--- src/rtl/reset_pkg.sv ---
// Shared definitions for the staged reset-release sequencer: FSM encodings and
// the sizing helper for its single shared counter.
package reset_pkg;

  typedef enum logic [2:0] {
    HOLD     = 3'd0,
    RELEASE  = 3'd1,
    WAIT_ACK = 3'd2,
    WAIT_DLY = 3'd3,
    DONE     = 3'd4,
    ERR      = 3'd5
  } seq_state_t;

  // The counter has to reach the largest of the three programmable intervals.
  function automatic int cnt_width(input int hold, input int dly, input int tmo);
    int m;
    m = hold;
    if (dly > m) m = dly;
    if (tmo > m) m = tmo;
    return $clog2(m + 1);
  endfunction

endpackage

--- src/rtl/sync_2ff.sv ---
// Two-flop synchronizer bank with asynchronous active-low clear, used to bring
// the per-stage ready acknowledgements into the clk domain.
module sync_2ff #(
  parameter int WIDTH = 1
) (
  input  logic             clk,
  input  logic             resetn,
  input  logic [WIDTH-1:0] d,
  output logic [WIDTH-1:0] q
);

  logic [WIDTH-1:0] meta_p0;

  always_ff @(posedge clk or negedge resetn) begin
    if (!resetn) begin
      meta_p0 <= '0;
      q       <= '0;
    end else begin
      meta_p0 <= d;
      q       <= meta_p0;
    end
  end

endmodule

--- src/rtl/reset_seq.sv ---
// Staged reset-release sequencer: holds all subsystem resets, then releases them
// in order 0..N-1 with fixed spacing and optional per-stage ready handshakes.
module reset_seq
  import reset_pkg::*;
#(
  parameter int                  N_STAGES    = 4,
  parameter int                  HOLD_CYCLES = 32,
  parameter int                  STAGE_DELAY = 16,
  parameter int                  ACK_TIMEOUT = 1024,
  parameter logic [N_STAGES-1:0] USE_ACK     = '0
) (
  input  logic                clk,
  input  logic                resetn,
  input  logic                soft_rst_req,
  input  logic [N_STAGES-1:0] stage_ack,
  output logic [N_STAGES-1:0] stage_resetn,
  output logic                seq_done,
  output logic                seq_err,
  output logic [3:0]          cur_stage
);

  localparam int              CNT_W     = cnt_width(HOLD_CYCLES, STAGE_DELAY, ACK_TIMEOUT);
  localparam logic [CNT_W-1:0] HOLD_LAST = CNT_W'(HOLD_CYCLES - 1);
  localparam logic [CNT_W-1:0] DLY_LAST  = CNT_W'(STAGE_DELAY - 1);
  localparam logic [CNT_W-1:0] TMO_LAST  = CNT_W'(ACK_TIMEOUT - 1);
  localparam logic [15:0]      USE_PAD   = 16'(USE_ACK);
  localparam logic [3:0]       LAST_IDX  = 4'(N_STAGES - 1);

  logic [N_STAGES-1:0] ack_s;
  logic [15:0]         ack_pad;
  seq_state_t          state, state_nxt;
  logic [CNT_W-1:0]    cnt, cnt_nxt;
  logic [N_STAGES-1:0] stage_nxt;
  logic                done_nxt, err_nxt, release_now;
  logic [3:0]          cur_nxt, rel_idx;

  sync_2ff #(.WIDTH(N_STAGES)) u_ack_sync (
    .clk    (clk),
    .resetn (resetn),
    .d      (stage_ack),
    .q      (ack_s)
  );

  assign ack_pad = 16'(ack_s);

  function automatic logic [CNT_W-1:0] sat_inc(input logic [CNT_W-1:0] v);
    return (&v) ? v : v + 1'b1;
  endfunction

  // Where the FSM goes once stage idx has just been released.
  function automatic seq_state_t after_release(input logic [3:0] idx);
    if (idx == LAST_IDX)  return DONE;
    else if (USE_PAD[idx]) return WAIT_ACK;
    else                   return RELEASE;
  endfunction

  // RELEASE counts the spacing after a plain release; WAIT_DLY counts the
  // spacing after an acknowledged release. Both start from 0 on their entry edge.
  always_comb begin
    state_nxt   = state;
    cnt_nxt     = sat_inc(cnt);
    stage_nxt   = stage_resetn;
    done_nxt    = seq_done;
    err_nxt     = seq_err;
    cur_nxt     = cur_stage;
    release_now = 1'b0;
    rel_idx     = (state == HOLD) ? 4'd0 : cur_stage + 4'd1;

    case (state)
      HOLD:              release_now = (cnt == HOLD_LAST);
      RELEASE, WAIT_DLY: release_now = (cnt == DLY_LAST);
      WAIT_ACK: begin
        if (ack_pad[cur_stage]) begin
          state_nxt = WAIT_DLY;
        end else if (cnt == TMO_LAST) begin
          state_nxt = ERR;
          err_nxt   = 1'b1;
        end
      end
      DONE:    done_nxt = 1'b1;
      default: ;
    endcase

    if (release_now) begin
      stage_nxt = (stage_resetn << 1) | N_STAGES'(1);
      cur_nxt   = rel_idx;
      state_nxt = after_release(rel_idx);
    end

    if (release_now || (state_nxt != state)) cnt_nxt = '0;

    if (soft_rst_req) begin
      state_nxt = HOLD;
      cnt_nxt   = '0;
      stage_nxt = '0;
      done_nxt  = 1'b0;
      err_nxt   = 1'b0;
      cur_nxt   = '0;
    end
  end

  always_ff @(posedge clk or negedge resetn) begin
    if (!resetn) begin
      state        <= HOLD;
      cnt          <= '0;
      stage_resetn <= '0;
      seq_done     <= 1'b0;
      seq_err      <= 1'b0;
      cur_stage    <= '0;
    end else begin
      state        <= state_nxt;
      cnt          <= cnt_nxt;
      stage_resetn <= stage_nxt;
      seq_done     <= done_nxt;
      seq_err      <= err_nxt;
      cur_stage    <= cur_nxt;
    end
  end

endmodule

--- config.mk ---
export PLATFORM = sky130hd
export DESIGN_NAME = reset_seq
export DESIGN_NICKNAME = d
export VERILOG_FILES = /design/src/rtl/reset_pkg.sv /design/src/rtl/sync_2ff.sv /design/src/rtl/reset_seq.sv
export SDC_FILE = /design/constraint.sdc
export NUM_CORES = 1
export LEC_CHECK = 0
export CAP_MARGIN = 0
export CORE_MARGIN = 5
export CORE_UTILIZATION = 50
export CTS_CLUSTER_SIZE = 14
export DETAILED_ROUTE_END_ITERATION = 7
export GPL_TIMING_DRIVEN = 1
export PLACE_DENSITY = 0.72
export SLEW_MARGIN = 20
export SYNTH_ARGS = -nofsm -noshare
export SYNTH_HDL_FRONTEND = slang
export SYNTH_SLANG_ARGS = --single-unit
--- constraint.sdc ---
create_clock -name clk -period 3.6 [get_ports clk]
set_clock_uncertainty 0.05 [all_clocks]
set_input_delay 0.72 -clock clk [delete_from_list [all_inputs] [get_ports clk]]
set_output_delay 0.72 -clock clk [all_outputs]
set_load 0.005 [all_outputs]
# Yosys cells after proc, flatten, opt, wreduce, memory -nomap -nowiden
# Memories as Yosys holds them, arrays and structs flattened.
# Index checks and enable logic that the tools add are counted.
# W data, S select, Z words.
word_totals:
  ff_bits: 32
  romBits: 16
  input_bits: 7
  output_inout_bits: 10
  word_cells: 58
  n_memories: 1
classes:
  addsub: 2
  order_cmp: 2
  eq_ne: 11
  n_mux: 25
  n_reduce_logical: 9
memory_table:
  columns: ["name", "depth", "width", "rd", "rd_clocked_by_memory_dff", "write_ports", "line_no", "text"]
  rows:
  - ["(name not given)", 16, 1, 1, 0, 0, "reset_seq.sv:53", "else if (USE_PAD[idx]) return WAIT_ACK;"]
ops:
  columns: ["cell", "count"]
  rows:
  - ["$mux W11", 3]
  - ["$mux W4", 5]
  - ["$mux W3", 6]
  - ["$add A11 B1 Y11 const B", 1]
  - ["$eq A11 B10 Y1 const B", 1]
  - ["$eq A11 B4 Y1 const B", 1]
  - ["$eq A11 B5 Y1 const B", 1]
  - ["$reduce_and A11 Y1", 1]
  - ["$lt A4 B5 Y1 const B", 2]
  - ["$mux W1", 8]
  - ["$reduce_bool A2 Y1", 4]
  - ["$eq A3 B2 Y1 const B", 2]
  - ["$add A4 B1 Y4 const B", 1]
  - ["$bmux W1 S4", 1]
  - ["$eq A4 B2 Y1 const B", 1]
  - ["$eq A3 B1 Y1 const B", 1]
  - ["$eq A3 B3 Y1 const B", 1]
  - ["$logic_not A3 Y1", 1]
  - ["$ne A3 B2 Y1 const B", 1]
  - ["$ne A3 B3 Y1", 1]
  - ["$reduce_and A3 Y1", 1]
  - ["$mux W2", 1]
  - ["$ne A2 B2 Y1 const B", 1]
  - ["$pmux W1 S2", 1]
  - ["2 further kinds", 2]

# Longest topological paths before layout
logic_depth:
  word_depth: 11
  ltp_mapped: 6
  depth_no_buf: 5

# Cells and area by module
# Synthesis repeated with hierarchy kept, for this count alone.
hier_totals:
  cells_unflattened: 139
  hier_area_um2: 1507.7
modules_own_cells:
  columns: ["module", "n_inst", "cells_per_inst", "area_each_um2"]
  rows:
  - ["reset_seq", 1, 131, 1307.5]
  - ["sync_2ff", 1, 8, 200.2]

# Worst setup path before layout
# OpenSTA, ideal clock, no wires.
synth_timing:
  kind: "register -> register"
  start: "reg cnt[0]"
  end: "reg cnt[5]"
  arrival_time_ns: 1.606
  slack_ns: 1.791
  path_stages_with_launch: 7
  n_path_buf: 1
  synth_period_minus_slack_ns: 1.809
  cell_sequence: "dfrtp_1 -> ha_1 -> nand4_1 -> or4_4 -> o31ai_4 -> buf_12 -> a311oi_2"
synth_via:
  elab_chain_len: 9
  word_cells_on_any_way: 16
  classes_between: "add/sub (1); eq/ne (5); mux (8); reduce/logical (2)"
synth_lines:
  columns: ["item", "line_no", "text"]
  rows:
  - ["start: declaration", "reset_seq.sv:32", "logic [CNT_W-1:0] cnt, cnt_nxt;"]
  - ["start signal: assignment", "reset_seq.sv:112", "cnt <= cnt_nxt;"]
  - ["$eq A11 B10 Y1", "reset_seq.sv:75", "end else if (cnt == TMO_LAST) begin"]
  - ["$mux W3", "reset_seq.sv:75", null]
  - ["$mux W3", "reset_seq.sv:73", "if (ack_pad[cur_stage]) begin"]
  - ["$mux W3", "reset_seq.sv:69", "case (state)"]
  - ["$mux W3", "reset_seq.sv:84", "if (release_now) begin"]
  - ["$ne A3 B3 Y1", "reset_seq.sv:90", "if (release_now || (state_nxt != state)) cnt_nxt = '0;"]
  - ["$logic_or A1 B1 Y1", "reset_seq.sv:90", null]
  - ["$mux W11", "reset_seq.sv:90", null]
  - ["$mux W11", "reset_seq.sv:92", "if (soft_rst_req) begin"]
# Parallel ways exist; a longest one is shown, timed or not. The select of a mux whose other input is x is not followed.
# A chain may end at the register's enable or synchronous reset.

# Worst setup path after layout
layout_timing:
  start: "reg cur_stage[0]"
  end: "out cur_stage[0]"
layout_rtl:
  columns: ["item", "line_no", "text"]
  rows:
  - ["start: declaration", "reset_seq.sv:19", "output logic [3:0] cur_stage"]
  - ["start signal: assignment", "reset_seq.sv:116", "cur_stage <= cur_nxt;"]
# No word-level cell between the ends.

==> flow_summary.yaml <==
drt:
  drt_first_pass_iters: 4
  routed-via-count: 1142
  drt-total-wl_um: 3020
  post_drt_via_cell_ratio: 5.60
  antenna_violating_nets_post_route: 0
  drc: 0
  post_drt_wl_per_cell_um: 14.8
  drtIter0Drc: 52
global_route:
  first_global_vias: 1126
  grt.overflow.total: 0
  grt_first_pass_wirelength_um: 5220
  grt_max_degree: 33
  gr-usage-all-layers: 0.159
  number_of_antenna_violations_at_the_first_check_in_global_routing: 0
critical_path:
  worst_ep_arrival_time_ps: 1420
  critical_path.startpoint_type: "flop"
  timing.critical_path.cells: "clkdlybuf4s50_1"
  cp_max_fanout: 8
  crit_path_max_incr_delay_ps: 560
  worst-path-buf-inv: 1
  timing.critical_path.max_delay_family: "buffers and inverters"
  critical_path_required_ps: 2830
  crit_path_end_kind: "output pin"
  crit_slowest_cell: "sky130_fd_sc_hd__clkdlybuf4s50_1"
  critPathKind: "flop to output pin"
yosys:
  netlist-cell-type-count: 49
  synth.area.mux_share: 0.0201
  synthesis.area_sq_mm: 0.00162
  synth-simple-area-share: 0.212
  combinational_family_with_the_most_area_after_synthesis: "simple AND/OR/NAND/NOR gates"
  fraction_of_synthesis_flops_using_an_asynchronous_set_or_reset_pin: 1.00
  synthesis.yosys.warnings: 0
  synth_xor_area_frac: 0.0325
  synth_sequential_area_ratio: 0.496
  synth_nets: 151
  synth-adder-area-share: 0.0155
  post_synth_top_area_share: 0.496
  commonest_register_cell_after_synthesis: "sky130_fd_sc_hd__dfrtp_1"
  synth.area.top_cells: "sky130_fd_sc_hd__dfrtp_1 (50%), sky130_fd_sc_hd__a211oi_2 (3.1%), sky130_fd_sc_hd__nand2_1 (3.0%)"
  synthesis.instances: 142
  yosys_register_bits: 32
  yosysTopAreaCell: "sky130_fd_sc_hd__dfrtp_1"
  synth_compound_area_frac: 0.180
  number_of_flops_mapped_to_enable_cells_by_yosys: 0
  avgSynthCellArea_sq_um: 11.4
clock_network:
  h_tree_depth: 2
  cts.clk_slew.worst_paths_ps: 100
  clk-insertion-delay-late_ps: 350
  cts_buffers: 5
  clkSinkCount: 32
  cts_hold_buf: 0
  clk_path_buf_depth: 2
  cts_tree: "done"
  cts_resized: 0
  postCtsSetupBuffers: 0
  clock_tree.root_cell: "sky130_fd_sc_hd__clkbuf_4"
timing:
  max_clock_freq_ghz: 0.458
  final_layout_setup_total_negative_slack_ps: 0
  report.final.setup_viol: 0
  timing.final.max_slew_violations: 0
  whs_ps: 306
  final_period_minus_worst_setup_slack_ps: 2190
  worst_slew_slack_as_a_fraction_of_its_limit: 0.478
  tightestPinTransition_ps: 783
  hold_viol_final: 0
  final_min_period_over_clock_period: 0.607
  unrepaired_setup_endpoints_after_global_routing: "no"
final_layout:
  final_cell_mix: "sky130_fd_sc_hd__dfrtp_1 (32), sky130_fd_sc_hd__clkdlybuf4s50_1 (16), sky130_fd_sc_hd__nand2_1 (13), sky130_fd_sc_hd__a21oi_1 (8), sky130_fd_sc_hd__nor2_1 (7)"
  multi_input_gate_area_in_the_final_layout_sq_um: 743
  layout.cells.most_common: "sky130_fd_sc_hd__dfrtp_1"
  postLayoutCellArea_sq_mm: 0.00184
  drive_gt1_frac: 0.163
  layout.area.seq_sq_um: 801
  antenna_cells_inserted: 0
  layout.filler_cells: 262
  nets: 168
  syn2layout_area_growth_pct: 14.2
  final_cell_count_no_fill: 204
power_and_ir_drop:
  post-layout-total-power_uw: 623
  worst_ir_drop_vdd_uv: 195
  leak_uw: 0.000742
  power.density_cell_area_mw_per_mm2: 338
status:
  outcome: "finished clean"
hold_path:
  worst_hold_path_type: "flop to flop"
floorplan:
  floorplan.initialDensity: 0.525
  die-width_um: 66.8
  floorplan_core_area_sq_mm: 0.00308
  i_o_pin_total: 17
  die_height_um: 66.8
  die-area_sq_mm: 0.00447
  placement_rows: 20
run:
  max-cap-violations: 0
placement:
  placed_cell_area_sq_mm: 0.00178
  buffers_on_ports: 16
  detailed_place_hpwl_um: 2090
  placedCellCount: 196
  globalplace.congestion: 0.854
==> synthesized netlist by cell type (2+ instances only) <==
library cell and instances:
sky130_fd_sc_hd__a211oi_1 2, sky130_fd_sc_hd__nand2b_1 2, sky130_fd_sc_hd__nor2_1 7, sky130_fd_sc_hd__xnor2_1 3, sky130_fd_sc_hd__nand3_1 4, sky130_fd_sc_hd__buf_2 2
sky130_fd_sc_hd__a211oi_2 4, sky130_fd_sc_hd__nor3b_1 2, sky130_fd_sc_hd__and4_1 2, sky130_fd_sc_hd__and3_1 2, sky130_fd_sc_hd__xor2_1 3, sky130_fd_sc_hd__clkbuf_1 2
sky130_fd_sc_hd__nor3_1 4, sky130_fd_sc_hd__ha_1 2, sky130_fd_sc_hd__a31oi_1 3, sky130_fd_sc_hd__nand4_1 5, sky130_fd_sc_hd__nor3_2 4, sky130_fd_sc_hd__a211o_1 2
sky130_fd_sc_hd__nand2_1 13, sky130_fd_sc_hd__inv_1 4, sky130_fd_sc_hd__or3_1 2, sky130_fd_sc_hd__o41ai_1 2, sky130_fd_sc_hd__dfrtp_1 32, sky130_fd_sc_hd__a21oi_1 8
sky130_fd_sc_hd__mux2_2 2
==> state kept, by name, indices dropped and copies added, names as in the netlist <==
| register | count |
|---|---|
| state | 3 |
| cnt | 11 |
| seq_done | 1 |
| stage_resetn | 4 |
| cur_stage | 4 |
| seq_err | 1 |
| u_ack_sync.meta_p0 | 4 |
| u_ack_sync.q | 4 |
==> worst reg2reg max path: cells and delay by family, from the launching register on <==
kind            cells  cell delay, ps
flops               1             430
simple gates        3            1090
fa+ha+maj           1             260
compound gates      1             160
==> cell families (layout without fill, tap and decap cells) <==
family / count (synthesis) / count (layout)
AO/OA/AOI/OAI: 31 / 31
buffers and inverters: 11 / 29
flip-flops: 32 / 32
XOR/XNOR: 6 / 6
adder cells (fa/ha/maj): 2 / 2
AND/OR/NAND/NOR: 57 / 57
multiplexers: 3 / 3
==> metal layers <==
layer  vias to the layer above  part of all wire  global-route usage
met5                         -                 0                   0
met1                       554              0.45               0.197
met2                        15              0.48               0.250
met4                         0             0.018              0.0685
li1                        566                 -                   -
met3                         7             0.046              0.0573
==> path summary, 6_finish.rpt <==
path                                       start               endpoint  slack [ps]  cells after the start
max reg2reg                               cnt[0]                 cnt[6]        1520                      5
min in group asynchronous                 resetn                 cnt[6]         710                      2
min reg2reg                u_ack_sync.meta_p0[1]        u_ack_sync.q[1]         310                      0
min                        u_ack_sync.meta_p0[1]        u_ack_sync.q[1]         310                      0
max                                 cur_stage[0]           cur_stage[0]        1410                      1
max in group asynchronous                 resetn  u_ack_sync.meta_p0[3]        2490                      2
==> power breakdown <==
part	internal [uW]	leakage, uW	switching, uW	total (uW)
clock	95.4	0.0000315	125	220
combinational	13.7	0.000284	18.6	32.3
sequential	366	0.000426	4.00	370
==> metrics by stage <==
stage,worst slack [ps],utilization
2_1_floorplan,1790,-
3_3_place_gp,1140,0.579
3_5_place_dp,1060,0.579
4_1_cts,1400,0.599
5_1_grt,1310,0.599
6_report,1410,0.599
==> area by class of cell <==
cell class,instances,share of cell area
clock inverters,1,0.00407
flip-flops and latches,32,0.434
clock buffers,7,0.0299
well taps,44,0.0299
inverters,4,0.00814
repair buffers,17,0.0909
multi-input cells,99,0.403
Power figures use the tool's default switching activity.
